===== config.mk =====
export PLATFORM = sky130hd
export DESIGN_NAME = pc_fetch_ctrl
export DESIGN_NICKNAME = d
export VERILOG_FILES = /design/src/rtl/pc_fetch_ctrl.sv
export SDC_FILE = /design/constraint.sdc
export NUM_CORES = 1
export LEC_CHECK = 0
export BUFFER_PORTS_ARGS = -buffer_cell sky130_fd_sc_hd__buf_2
export CAP_MARGIN = 5
export CORE_MARGIN = 2
export CORE_UTILIZATION = 40
export CTS_CLUSTER_DIAMETER = 80
export CTS_CLUSTER_SIZE = 24
export DETAILED_ROUTE_END_ITERATION = 10
export PLACE_DENSITY = 0.67
export SYNTH_ARGS = -nofsm -noshare
export SYNTH_HDL_FRONTEND = slang
export SYNTH_SLANG_ARGS = --single-unit
export TNS_END_PERCENT = 10

===== constraint.sdc =====
create_clock -name clk -period 5.1 [get_ports clk]
set_input_delay 0.51 -clock clk [delete_from_list [all_inputs] [get_ports clk]]
set_output_delay 0.51 -clock clk [all_outputs]
set_load 0.01 [all_outputs]

===== src/rtl/pc_fetch_ctrl.sv =====
// rtl/pc_fetch_ctrl.sv - instruction fetch sequencer owning the program counter
//
// Purpose: holds the PC and issues one imem request at a time. The fetched
// word is buffered toward decode. Redirects are applied with the priority
// trap > branch/jump > sequential PC+4.
//
// Ports:
//   clk, rst                         clock, asynchronous active-high reset
//   imem_req_valid/ready/addr        fetch request handshake, addr = pc
//   imem_resp_valid/data             one response word per accepted request
//   if_valid/ready, if_instr, if_pc  instruction buffer toward decode
//   redirect_valid, redirect_target  taken branch/jump from the ALU
//   trap_valid                       exception/interrupt redirect
//   fetch_misaligned                 1-cycle pulse after a misaligned redirect
//   fetch_count                      number of decode handshakes (wraps)
module pc_fetch_ctrl #(
   parameter logic [31:0] RESET_VECTOR = 32'h0000_0000,
   parameter logic [31:0] TRAP_VECTOR  = 32'h0000_0100
) (
   input  logic        clk,
   input  logic        rst,
   output logic        imem_req_valid,
   input  logic        imem_req_ready,
   output logic [31:0] imem_req_addr,
   input  logic        imem_resp_valid,
   input  logic [31:0] imem_resp_data,
   output logic        if_valid,
   input  logic        if_ready,
   output logic [31:0] if_instr,
   output logic [31:0] if_pc,
   input  logic        redirect_valid,
   input  logic [31:0] redirect_target,
   input  logic        trap_valid,
   output logic        fetch_misaligned,
   output logic [31:0] fetch_count
);

   localparam logic [31:0] NOP = 32'h0000_0013;

   typedef enum logic [1:0] {
      S_IDLE = 2'd0,
      S_REQ  = 2'd1,
      S_WAIT = 2'd2,
      S_OUT  = 2'd3
   } state_t;

   state_t      state_q, state_d;
   logic [31:0] pc_q, pc_d;
   logic        kill_q, kill_d;
   logic [31:0] instr_q, instr_d;
   logic [31:0] ipc_q, ipc_d;
   logic        mis_q, mis_d;
   logic [31:0] cnt_q, cnt_d;

   logic        req_hs;
   logic        if_hs;
   logic        active;
   logic        redir;
   logic        target_misaligned;
   logic [31:0] redir_pc;

   assign req_hs            = (state_q == S_REQ) && imem_req_ready;
   assign if_hs             = (state_q == S_OUT) && if_ready;
   assign active            = (state_q != S_IDLE);
   assign redir             = active && (trap_valid || redirect_valid);
   // A trap wins, so a misaligned branch target alongside a trap is not flagged.
   assign target_misaligned = !trap_valid && redirect_valid && (redirect_target[1:0] != 2'b00);
   assign redir_pc          = (trap_valid || target_misaligned) ? TRAP_VECTOR : redirect_target;

   always_ff @(posedge clk or posedge rst) begin
      if (rst) begin
         state_q <= S_IDLE;
         pc_q    <= RESET_VECTOR;
         kill_q  <= 1'b0;
         instr_q <= NOP;
         ipc_q   <= RESET_VECTOR;
         mis_q   <= 1'b0;
         cnt_q   <= 32'd0;
      end else begin
         state_q <= state_d;
         pc_q    <= pc_d;
         kill_q  <= kill_d;
         instr_q <= instr_d;
         ipc_q   <= ipc_d;
         mis_q   <= mis_d;
         cnt_q   <= cnt_d;
      end
   end

   always_comb begin
      state_d = state_q;
      pc_d    = pc_q;
      kill_d  = kill_q;
      instr_d = instr_q;
      ipc_d   = ipc_q;
      mis_d   = active && target_misaligned;
      cnt_d   = cnt_q;

      case (state_q)
         S_IDLE: state_d = S_REQ;
         S_REQ: begin
            if (req_hs) state_d = S_WAIT;
         end
         S_WAIT: begin
            if (imem_resp_valid) begin
               if (kill_q) begin
                  // Response belongs to an abandoned request: drop it and refetch.
                  kill_d  = 1'b0;
                  state_d = S_REQ;
               end else begin
                  instr_d = imem_resp_data;
                  ipc_d   = pc_q;
                  state_d = S_OUT;
               end
            end
         end
         S_OUT: begin
            if (if_hs) begin
               pc_d    = pc_q + 32'd4;
               cnt_d   = cnt_q + 32'd1;
               state_d = S_REQ;
            end
         end
         default: state_d = S_IDLE;
      endcase

      // Redirect overrides everything above; the buffered word and any
      // decode handshake this cycle are discarded.
      if (redir) begin
         pc_d    = redir_pc;
         cnt_d   = cnt_q;
         instr_d = instr_q;
         ipc_d   = ipc_q;
         case (state_q)
            S_REQ: begin
               // An accepted request still owes a response; mark it for dropping.
               state_d = req_hs ? S_WAIT : S_REQ;
               kill_d  = req_hs;
            end
            S_WAIT: begin
               if (imem_resp_valid) begin
                  state_d = S_REQ;
                  kill_d  = 1'b0;
               end else begin
                  state_d = S_WAIT;
                  kill_d  = 1'b1;
               end
            end
            S_OUT:   state_d = S_REQ;
            default: state_d = S_IDLE;
         endcase
      end
   end

   assign imem_req_valid   = (state_q == S_REQ);
   assign imem_req_addr    = pc_q;
   assign if_valid         = (state_q == S_OUT);
   assign if_instr         = instr_q;
   assign if_pc            = ipc_q;
   assign fetch_misaligned = mis_q;
   assign fetch_count      = cnt_q;

endmodule


==> impl_metrics.env <==
export IMPL_outcome="finished, final reports clean"
export IMPL_cts_tree="yes"
export IMPL_finalNetCount=818
export IMPL_worstSetupEndpointType="register"
export IMPL_worst_ep_arrival_time_ns=3.07
export IMPL_rsz0062_at_grt="no"
export IMPL_reg2reg_from="state_q[0]$_DFFE_PP0P_"
export IMPL_hold_violations=0
export IMPL_drtPass1Iterations=5
export IMPL_place_ws_ns=2.41
export IMPL_critPathRequiredTime_ns=5.43
export IMPL_die_x_um=128
export IMPL_dominantRegCellSynth="dfrtp_1"
export IMPL_start_util=0.408
export IMPL_ctsHoldBuffers=0
export IMPL_area_growth_pct=29.0
export IMPL_place_hpwl_um=11800
export IMPL_clock_latency_ns=0.41
export IMPL_cts_path_max_buffers=2
export IMPL_pin_count=202
export IMPL_power_share_clock=0.364
export IMPL_die_area_sq_um=16500
export IMPL_powerDensity_nw_per_um2=447
export IMPL_overflow=0
export IMPL_swShare=0.308
export IMPL_layout_common_cells="201 x buf_2, 129 x dfrtp_1, 60 x mux2_2"
export IMPL_vias_per_cell=5.42
export IMPL_intPower_uw=2470
export IMPL_startpoint_type="register"
export IMPL_ys_seq_area_frac=0.535
export IMPL_synth_edff_count=0
export IMPL_ys_types=67
export IMPL_grt_pass1_wl_um=26300
export IMPL_final_setup_tns_ns=0
export IMPL_diodes=0
export IMPL_finalSetupViolations=0
export IMPL_clkSlewWorstSetupHoldPaths_ns=0.06
export IMPL_htreeDepth=4
export IMPL_synth_area_leaders="dfrtp_1 52%, mux2_2 11%, nand2_1 3.4%"
export IMPL_p_comb_frac=0.246
export IMPL_worst_slew_pin_slew_ns=0.956
export IMPL_grt_antenna_before_repair=0
export IMPL_slew_violations=0
export IMPL_maxSlewHeadroom=0.360
export IMPL_globalplace_congestion=0.858
export IMPL_finClkSkew_ns=0.00798
export IMPL_min_period_ns=2.75
export IMPL_numCtsBuffers=17
export IMPL_ys_warn_count=0
export IMPL_layout_commonest_cell="buf_2"
export IMPL_clock_sinks=132
export IMPL_finalCritPeriodShare=0.538
export IMPL_syn_area_sq_um=6180
export IMPL_power_switching_uw=1100
export IMPL_fmax_mhz=364
export IMPL_cap_violations=0
export IMPL_drt_wirelength_per_cell_um=17.5
export IMPL_synth_async_reset_ratio=1.00
export IMPL_worst_slack_ns=2.35
export IMPL_criticalPathCategory="reg2reg"
export IMPL_seq_power_share=0.390
export IMPL_drive_gt1_frac=0.422
export IMPL_yosys_area_top_type="dfrtp_1"
export IMPL_core_sq_um=15100
export IMPL_grt_pass1_vias=5136
export IMPL_die_h_um=128
export IMPL_netlist_area_leader_share=0.522
export IMPL_reg2reg_depth=7
export IMPL_cts_setup_buffers=0
export IMPL_syn_nets=617
export IMPL_synth_cells=540
export IMPL_routed_wl_um=16500
export IMPL_p_leak_uw=0.00402
export IMPL_route_vias_total=5107
export IMPL_ir_worst_vdd_uv=272
export IMPL_portBuffers=201
export IMPL_track_usage=0.203
export IMPL_initialDrtViolationCount=288
export IMPL_synth_area_per_cell_sq_um=11.4
export IMPL_num_rows=45
export IMPL_r2r_slack_ns=2.35
export IMPL_root_buffer="clkbuf_16"
export IMPL_ys_ff_latch=132
export IMPL_reg2reg_to="imem_req_addr[30]$_DFFE_PP0P_"
export IMPL_drtAntennaViolNets=0
export IMPL_grt_max_degree=85
export IMPL_ctsResizeCount=0
export IMPL_hold_path_class="in2async"
export IMPL_critical_path_max_fanout=18
export IMPL_drcViolationCount=0
-- critical path, cell delays in order (launching register included) --
cell and delay (ns):
dfrtp_1 0.39, inv_1 0.08, ha_1 0.21, o21ba_1 0.79
nor2_1 0.45, nor4_1 0.44, a21oi_1 0.10, o21ai_0 0.20
-- logic make-up after synthesis --
| logic type | share of synthesized area |
|---|---|
| DFF | 0.535 |
| AOI/OAI and AO/OA | 0.101 |
| muxes | 0.120 |
| xor gates and xnor gates | 0.0468 |
| buffers and inverters | 0.0247 |
| adders and majority gates | 0.0121 |
| and+or+nand+nor | 0.160 |
-- power groups by stage --
stage	registers, uW	clock network, uW	logic, uW
after floorplan	1480	0	449
after global placement	1390	0	856
after detailed placement	1410	0	882
after CTS	1390	1320	887
after global routing	1420	1370	967
final	1390	1300	877
-- sequential cells by signal (all words and copies together), names as in the netlist --
| register | cells |
|---|---|
| if_instr | 32 |
| fetch_misaligned | 1 |
| kill_q | 1 |
| imem_req_addr | 32 |
| if_pc | 32 |
| state_q | 2 |
| fetch_count | 32 |
-- worst max-delay path by stage --
stage | start | endpoint | slack, ns | depth (start not counted)
2_1_floorplan | rst | fetch_count[0]$_DFFE_PP0P_ | 1.07 | 1
3_3_place_gp | state_q[0]$_DFFE_PP0P_ | imem_req_addr[24]$_DFFE_PP0P_ | 2.49 | 7
3_5_place_dp | state_q[0]$_DFFE_PP0P_ | imem_req_addr[30]$_DFFE_PP0P_ | 2.41 | 7
4_1_cts | state_q[0]$_DFFE_PP0P_ | imem_req_addr[30]$_DFFE_PP0P_ | 2.37 | 7
5_1_grt | state_q[1]$_DFFE_PP0P_ | imem_req_addr[30]$_DFFE_PP0P_ | 2.19 | 7
6_report | state_q[0]$_DFFE_PP0P_ | imem_req_addr[30]$_DFFE_PP0P_ | 2.35 | 7
-- per-layer routing --
metal,global-route usage,up-vias,part of all wire
met1,0.265,2508,0.43
met3,0.0467,24,0.068
met2,0.337,211,0.49
met4,0.0672,0,0.015
met5,0,-,0
li1,-,2364,-
-- Yosys cell counts (10+ instances only) --
master / instances
and2_1: 10
mux2_2: 60
buf_2: 14
a21oi_1: 32
o21ai_0: 17
nand3_1: 24
nand2_1: 56
xnor2_1: 24
and3_1: 15
dfrtp_1: 129
nor2_1: 22
nand4_1: 12
-- stage by stage --
step	hold WS [ns]	util	instance area (sq um)	total power [uW]	std cells
final	0.253	0.527	7980	3560	942
after global placement	0.454	0.485	7340	2250	910
after floorplan	0.504	-	6180	1930	540
after global routing	0.302	0.527	7980	3750	942
after detailed placement	0.472	0.485	7340	2290	910
after CTS	0.278	0.527	7980	3600	942
-- area by class of cell --
| type | instances | area, sq um |
|---|---|---|
| inverters | 9 | 38.8 |
| clock buffers | 17 | 425 |
| clock inverters | 15 | 205 |
| well taps | 188 | 235 |
| multi-input cells | 376 | 2730 |
| repair buffers | 205 | 1040 |
| flip-flops and latches | 132 | 3310 |
| fillers | 1322 | 7170 |
Power figures use the tool's default switching activity.
